### config.mk
export PLATFORM = sky130hd
export DESIGN_NAME = seg_counter
export DESIGN_NICKNAME = d
export VERILOG_FILES = /design/src/rtl/seg_counter.sv
export SDC_FILE = /design/constraint.sdc
export NUM_CORES = 1
export LEC_CHECK = 0
export BUFFER_PORTS_ARGS = -buffer_cell sky130_fd_sc_hd__buf_2
export CAP_MARGIN = 10
export CORE_ASPECT_RATIO = 1.5
export CORE_UTILIZATION = 30
export CTS_CLUSTER_DIAMETER = 50
export CTS_CLUSTER_SIZE = 8
export DETAILED_ROUTE_END_ITERATION = 10
export GPL_ROUTABILITY_DRIVEN = 1
export MAX_ROUTING_LAYER = met4
export PLACE_DENSITY = 0.46
export SYNTH_ARGS = -nofsm -noshare
export SYNTH_HDL_FRONTEND = slang
export SYNTH_SLANG_ARGS = --single-unit
### constraint.sdc
create_clock -name i_clk -period 2.8 [get_ports i_clk]
set_clock_uncertainty 0.1 [all_clocks]
set_input_delay 0.56 -clock i_clk [delete_from_list [all_inputs] [get_ports i_clk]]
set_output_delay 0.56 -clock i_clk [all_outputs]
set_load 0.01 [all_outputs]
### src/rtl/seg_counter.sv
// Segmented up/down counter with programmable modulus, parallel load and cascade enable.
// Segment carries come from registered per-segment flags, so no segment waits on a lower segment's adder.
module seg_counter #(
  parameter int              WIDTH   = 16,
  parameter int              SEG_W   = 4,
  parameter longint unsigned MODULUS = 64'd65536
) (
  input  logic             i_clk,
  input  logic             i_rst,
  input  logic             i_en,
  input  logic             i_up,
  input  logic             i_load,
  input  logic [WIDTH-1:0] i_load_val,
  output logic [WIDTH-1:0] o_q,
  output logic             o_tc,
  output logic             o_wrap,
  output logic             o_ce_out
);

  localparam int               NSEG       = WIDTH / SEG_W;
  localparam logic [WIDTH-1:0] MAX_V      = WIDTH'(MODULUS - 64'd1);
  localparam logic             FULL_RANGE = (MODULUS == (64'd1 << WIDTH));

  logic [WIDTH-1:0] r_q;
  logic             r_wrap;
  logic             r_at_max;
  logic             r_at_zero;
  logic [NSEG-1:0]  r_seg_max;
  logic [NSEG-1:0]  r_seg_min;

  logic [NSEG:0]    w_carry;
  logic [WIDTH-1:0] w_cnt;
  logic [WIDTH-1:0] w_load_sat;
  logic             w_tc;
  logic             w_hit;
  logic [WIDTH-1:0] w_q_nxt;
  logic             w_wrap_nxt;
  logic [NSEG-1:0]  w_seg_max_nxt;
  logic [NSEG-1:0]  w_seg_min_nxt;

  // Carry into each segment: AND of the registered flags of every lower segment.
  always_comb begin
    w_carry    = '0;
    w_carry[0] = 1'b1;
    for (int s = 1; s <= NSEG; s++) begin
      w_carry[s] = w_carry[s-1] & (i_up ? r_seg_max[s-1] : r_seg_min[s-1]);
    end
  end

  // Per-segment step: each segment moves by one only when its carry-in is set.
  always_comb begin
    w_cnt = r_q;
    for (int s = 0; s < NSEG; s++) begin
      if (w_carry[s]) begin
        if (i_up) begin
          w_cnt[s*SEG_W +: SEG_W] = r_q[s*SEG_W +: SEG_W] + SEG_W'(1);
        end else begin
          w_cnt[s*SEG_W +: SEG_W] = r_q[s*SEG_W +: SEG_W] - SEG_W'(1);
        end
      end else begin
        w_cnt[s*SEG_W +: SEG_W] = r_q[s*SEG_W +: SEG_W];
      end
    end
  end

  // Terminal detection and the saturated load value.
  always_comb begin
    w_tc = i_up ? r_at_max : r_at_zero;
    if (FULL_RANGE) begin
      w_hit = w_carry[NSEG];
    end else begin
      w_hit = w_tc;
    end
    if (i_load_val > MAX_V) begin
      w_load_sat = MAX_V;
    end else begin
      w_load_sat = i_load_val;
    end
  end

  // Next-state selection with load > count > hold priority.
  always_comb begin
    w_q_nxt    = r_q;
    w_wrap_nxt = 1'b0;
    if (i_load) begin
      w_q_nxt    = w_load_sat;
      w_wrap_nxt = 1'b0;
    end else if (i_en) begin
      if (w_hit) begin
        w_q_nxt    = i_up ? {WIDTH{1'b0}} : MAX_V;
        w_wrap_nxt = 1'b1;
      end else begin
        w_q_nxt    = w_cnt;
        w_wrap_nxt = 1'b0;
      end
    end else begin
      w_q_nxt    = r_q;
      w_wrap_nxt = 1'b0;
    end
  end

  // Segment flags are derived from the next value so they stay coherent with q.
  always_comb begin
    w_seg_max_nxt = '0;
    w_seg_min_nxt = '0;
    for (int s = 0; s < NSEG; s++) begin
      w_seg_max_nxt[s] = &w_q_nxt[s*SEG_W +: SEG_W];
      w_seg_min_nxt[s] = ~|w_q_nxt[s*SEG_W +: SEG_W];
    end
  end

  // Count, wrap and flag registers.
  always_ff @(posedge i_clk or posedge i_rst) begin
    if (i_rst) begin
      r_q       <= '0;
      r_wrap    <= 1'b0;
      r_at_max  <= 1'b0;
      r_at_zero <= 1'b1;
      r_seg_max <= '0;
      r_seg_min <= '1;
    end else begin
      r_q       <= w_q_nxt;
      r_wrap    <= w_wrap_nxt;
      r_at_max  <= (w_q_nxt == MAX_V);
      r_at_zero <= (w_q_nxt == {WIDTH{1'b0}});
      r_seg_max <= w_seg_max_nxt;
      r_seg_min <= w_seg_min_nxt;
    end
  end

  assign o_q      = r_q;
  assign o_wrap   = r_wrap;
  assign o_tc     = w_tc;
  assign o_ce_out = i_en & w_tc;

endmodule

==> results.md <==
* Status: finished, final reports clean
* Final Wtd Congestion at 0.833
* Area taken by multi-input logic gates at 1280 um^2
* Max H-tree Level at 1
* PwrDens at 417 nW/um^2
* Hold Fails Final Rpt at 0
* EDFF count, synth at 0
* Req. time, crit path at 2.90 ns
* Worst path cell trace: buf_2, buf_4, and4b_1, buf_4, a221oi_2, a32o_1, o2111ai_1, or3_4, nor4b_2
* Hold Crit Class: in2async
* Via density at 5.38
* RSZ-0062 raised after global routing: no
* Hold buffers post-CTS at 0
* R2R Path End: r_at_max
* Crit path time final at ~2.7 ns
* Reg-to-reg slack, setup at 0.26 ns
* Register area at 682 um^2
* Die boundary width at 69.6 um
* FMAX at 0.372 GHz
* Most common cell after layout, fill and taps aside: buf_2
* Routed len/inst at 17.6 um
* Main synth FF type: dfrtp_1
* Design area at 2630 um^2
* CTS root buf: clkbuf_8
* Worst path top cell family by delay: simple AND/OR/NAND/NOR gates
* CP endpoint kind: register
* CP max stage delay at 0.36 ns
* CTS buffer count at 3
* Critical path's most frequent cell: buf_4
* Worst-path clk slew at ~0.10 ns
* Post-synthesis cell area at 2050 um^2
* Std-Cell Rows at 36
* DRT antenna net count at 0
* Slew @ Worst Pin at 0.419 ns
* DP HPWL at 5.02 mm
* First-pass iteration count of the detailed router at 4
* Die Area at 7190 um^2
* Area of placed instances at 2580 um^2
* Vias at roughly 2000
* Max IR drop VDD at about 0.00018 V
* I/O Buffers at 39
* Critical path class: in2reg
* Nets at 321
* Share of cells above drive strength 1 at about a third
* Worst R2R Start: r_seg_min[0]
* Mapped Nets at 256
* FFs w/ async S/R, synth at 100%
* Initial antenna violation count at 0
* CP Launch Type: input pin
* Cell variety after synth at 58
* Yosys warns at 0
* Vias in the first global route at 1959
* CP max stage cell: a221oi_2
* Post-route clock period utilization at 95.9%
* First-pass GRT wire length at 10.2 mm
* Seq/Total Area, Yosys at 33.2%
* Num ports at 40
* Max-slew violation count at 0
* CTS tree: done
* Worst Path Arrival at 2.78 ns
* Slew headroom at 72.1%
* DR iter-0 viols at 47
* Worst-path fanout max at 9
* Final setup violation count at 0
* Worst slack at placement at -0.167 ns
* Tot Pwr at around 0.0011 W
* Crit path buf inv count at 3
* Setup ws final at 0.115 ns
* Initial core utilization at a little under a third
* Synthesis-stage register bit count at 27
* Largest net degree at the start of global routing at 28
* Fillers at between 600 and 700
* N_diodes at 0
* Syn avg cell area at 9.21 um^2
* Remaining design rule violation count at 0
* Core Util, Final at 39.9%
* Core Box Area at 6580 um^2
* Later-pin clock latency in the skew report at 0.28 ns
* Die Ht at 103 um
* Clock sink count at 27
* Total GRT Usage at 19.1%
* Routed WL at roughly 6.4 mm
* Synth Instances at 223
* Number of max-cap violations at 0
* Worst r2r path cells at 7
* Total gr overflow at 0
* Commonest cells after routing, fill and taps aside: buf_2 (39), buf_4 (31), dfrtp_1 (22), inv_1 (21), nand2_1 (17)
* Post-CTS sizing at 0
* Setup Buffers After CTS at 0
* LEAKAGE at 1.22 nW
* Area Growth Syn to Fin at 27.8%
* CTS max path bufs at 2
* Fin Setup TNS at 0 ns
-- through the flow --
stage	cells	hold slack [ns]
4_1_cts	363	0.241
3_3_place_gp	359	0.553
2_1_floorplan	223	0.509
3_5_place_dp	359	0.564
5_1_grt	363	0.257
6_report	363	0.232
-- worst max path at each step --
stage	start	end	slack (ns)	depth (start not counted)
floorplan	i_up	r_at_zero	-0.11	10
global placement	i_up	r_at_max	-0.17	9
detailed placement	i_up	r_at_max	-0.17	9
CTS	i_up	r_at_max	0.13	9
global route	i_up	r_at_max	0.02	9
finish	i_up	r_at_max	0.12	9
-- sequential cells by signal, summed over array words and instances, names as in the netlist --
register / flops
r_at_zero: 1
r_seg_min: 4
o_q: 16
o_wrap: 1
r_at_max: 1
r_seg_max: 4
-- per-layer routing --
metal  part of all wire, %  GRT usage (%)  up-vias
li1                      -              -      956
met1                    44           23.4      953
met2                    52           33.2       34
met3                   2.6           1.74        9
met4                   1.5           6.28        0
met5                     0              -        -
-- worst reg2reg max path: stages (launching register included) --
cell       delay (ns)
dfstp_2          0.62
and4b_1          0.45
buf_4            0.19
a311o_1          0.16
a32o_1           0.20
o2111ai_1        0.13
or3_4            0.36
nor4b_2          0.24
-- kinds of logic (layout without fill, tap and decap cells) --
family	after synthesis	after routing	synth area share, %
AND/OR/NAND/NOR	78	78	21.2
adder cells (fa/ha/maj)	12	12	8.77
multiplexers	6	6	3.11
buffers and inverters	33	97	7.43
flip-flops	27	27	33.2
AO/OA/AOI/OAI	61	61	23.8
XOR/XNOR	6	6	2.56
-- where the power goes --
part / total [W] / internal (W) / leakage, nW / switching, W
registers: 0.000478 / 0.000427 / 0.318 / 0.0000511
clock network: 0.000233 / 0.000100 / 0.0255 / 0.000133
logic: 0.000382 / 0.000183 / 0.874 / 0.000200
-- cells in the mapped netlist (2+ instances only) --
cell / instances / area share, %
dfrtp_1: 22 / 27
o211ai_1: 4 / 1.5
and2_1: 5 / 1.5
o21ai_0: 5 / 1.2
buf_2: 4 / 0.97
nor4b_2: 2 / 1.5
a2111o_1: 3 / 1.6
dfstp_2: 5 / 6.4
nor2_1: 13 / 2.4
and4_1: 2 / 0.85
mux2i_1: 3 / 1.5
nand2b_1: 3 / 0.91
inv_1: 22 / 4.0
fa_1: 4 / 3.9
nand3_1: 12 / 2.9
ha_1: 8 / 4.9
o2bb2ai_1: 2 / 0.85
nand3b_1: 3 / 1.1
nor2b_1: 2 / 0.61
nand4_1: 7 / 2.1
a211oi_1: 7 / 2.6
mux2_2: 3 / 1.6
o22ai_1: 4 / 1.2
a311o_1: 2 / 0.97
a32o_1: 3 / 1.5
a21oi_1: 13 / 3.2
and3_1: 2 / 0.61
xor2_1: 3 / 1.3
buf_6: 3 / 1.6
xnor2_1: 3 / 1.3
or3_1: 3 / 0.91
nand2_1: 17 / 3.1
a21o_1: 4 / 1.5
-- cell type report --
type / count / area share, %
Multi-Input combinational cell: 163 / 48.9
Sequential cell: 27 / 26.0
Timing Repair Buffer: 70 / 16.3
Tap cell: 76 / 3.62
Inverter: 23 / 3.43
Clock buffer: 3 / 1.57
Clock inverter: 1 / 0.191
No activity file was read; power rests on OpenSTA's default activity.
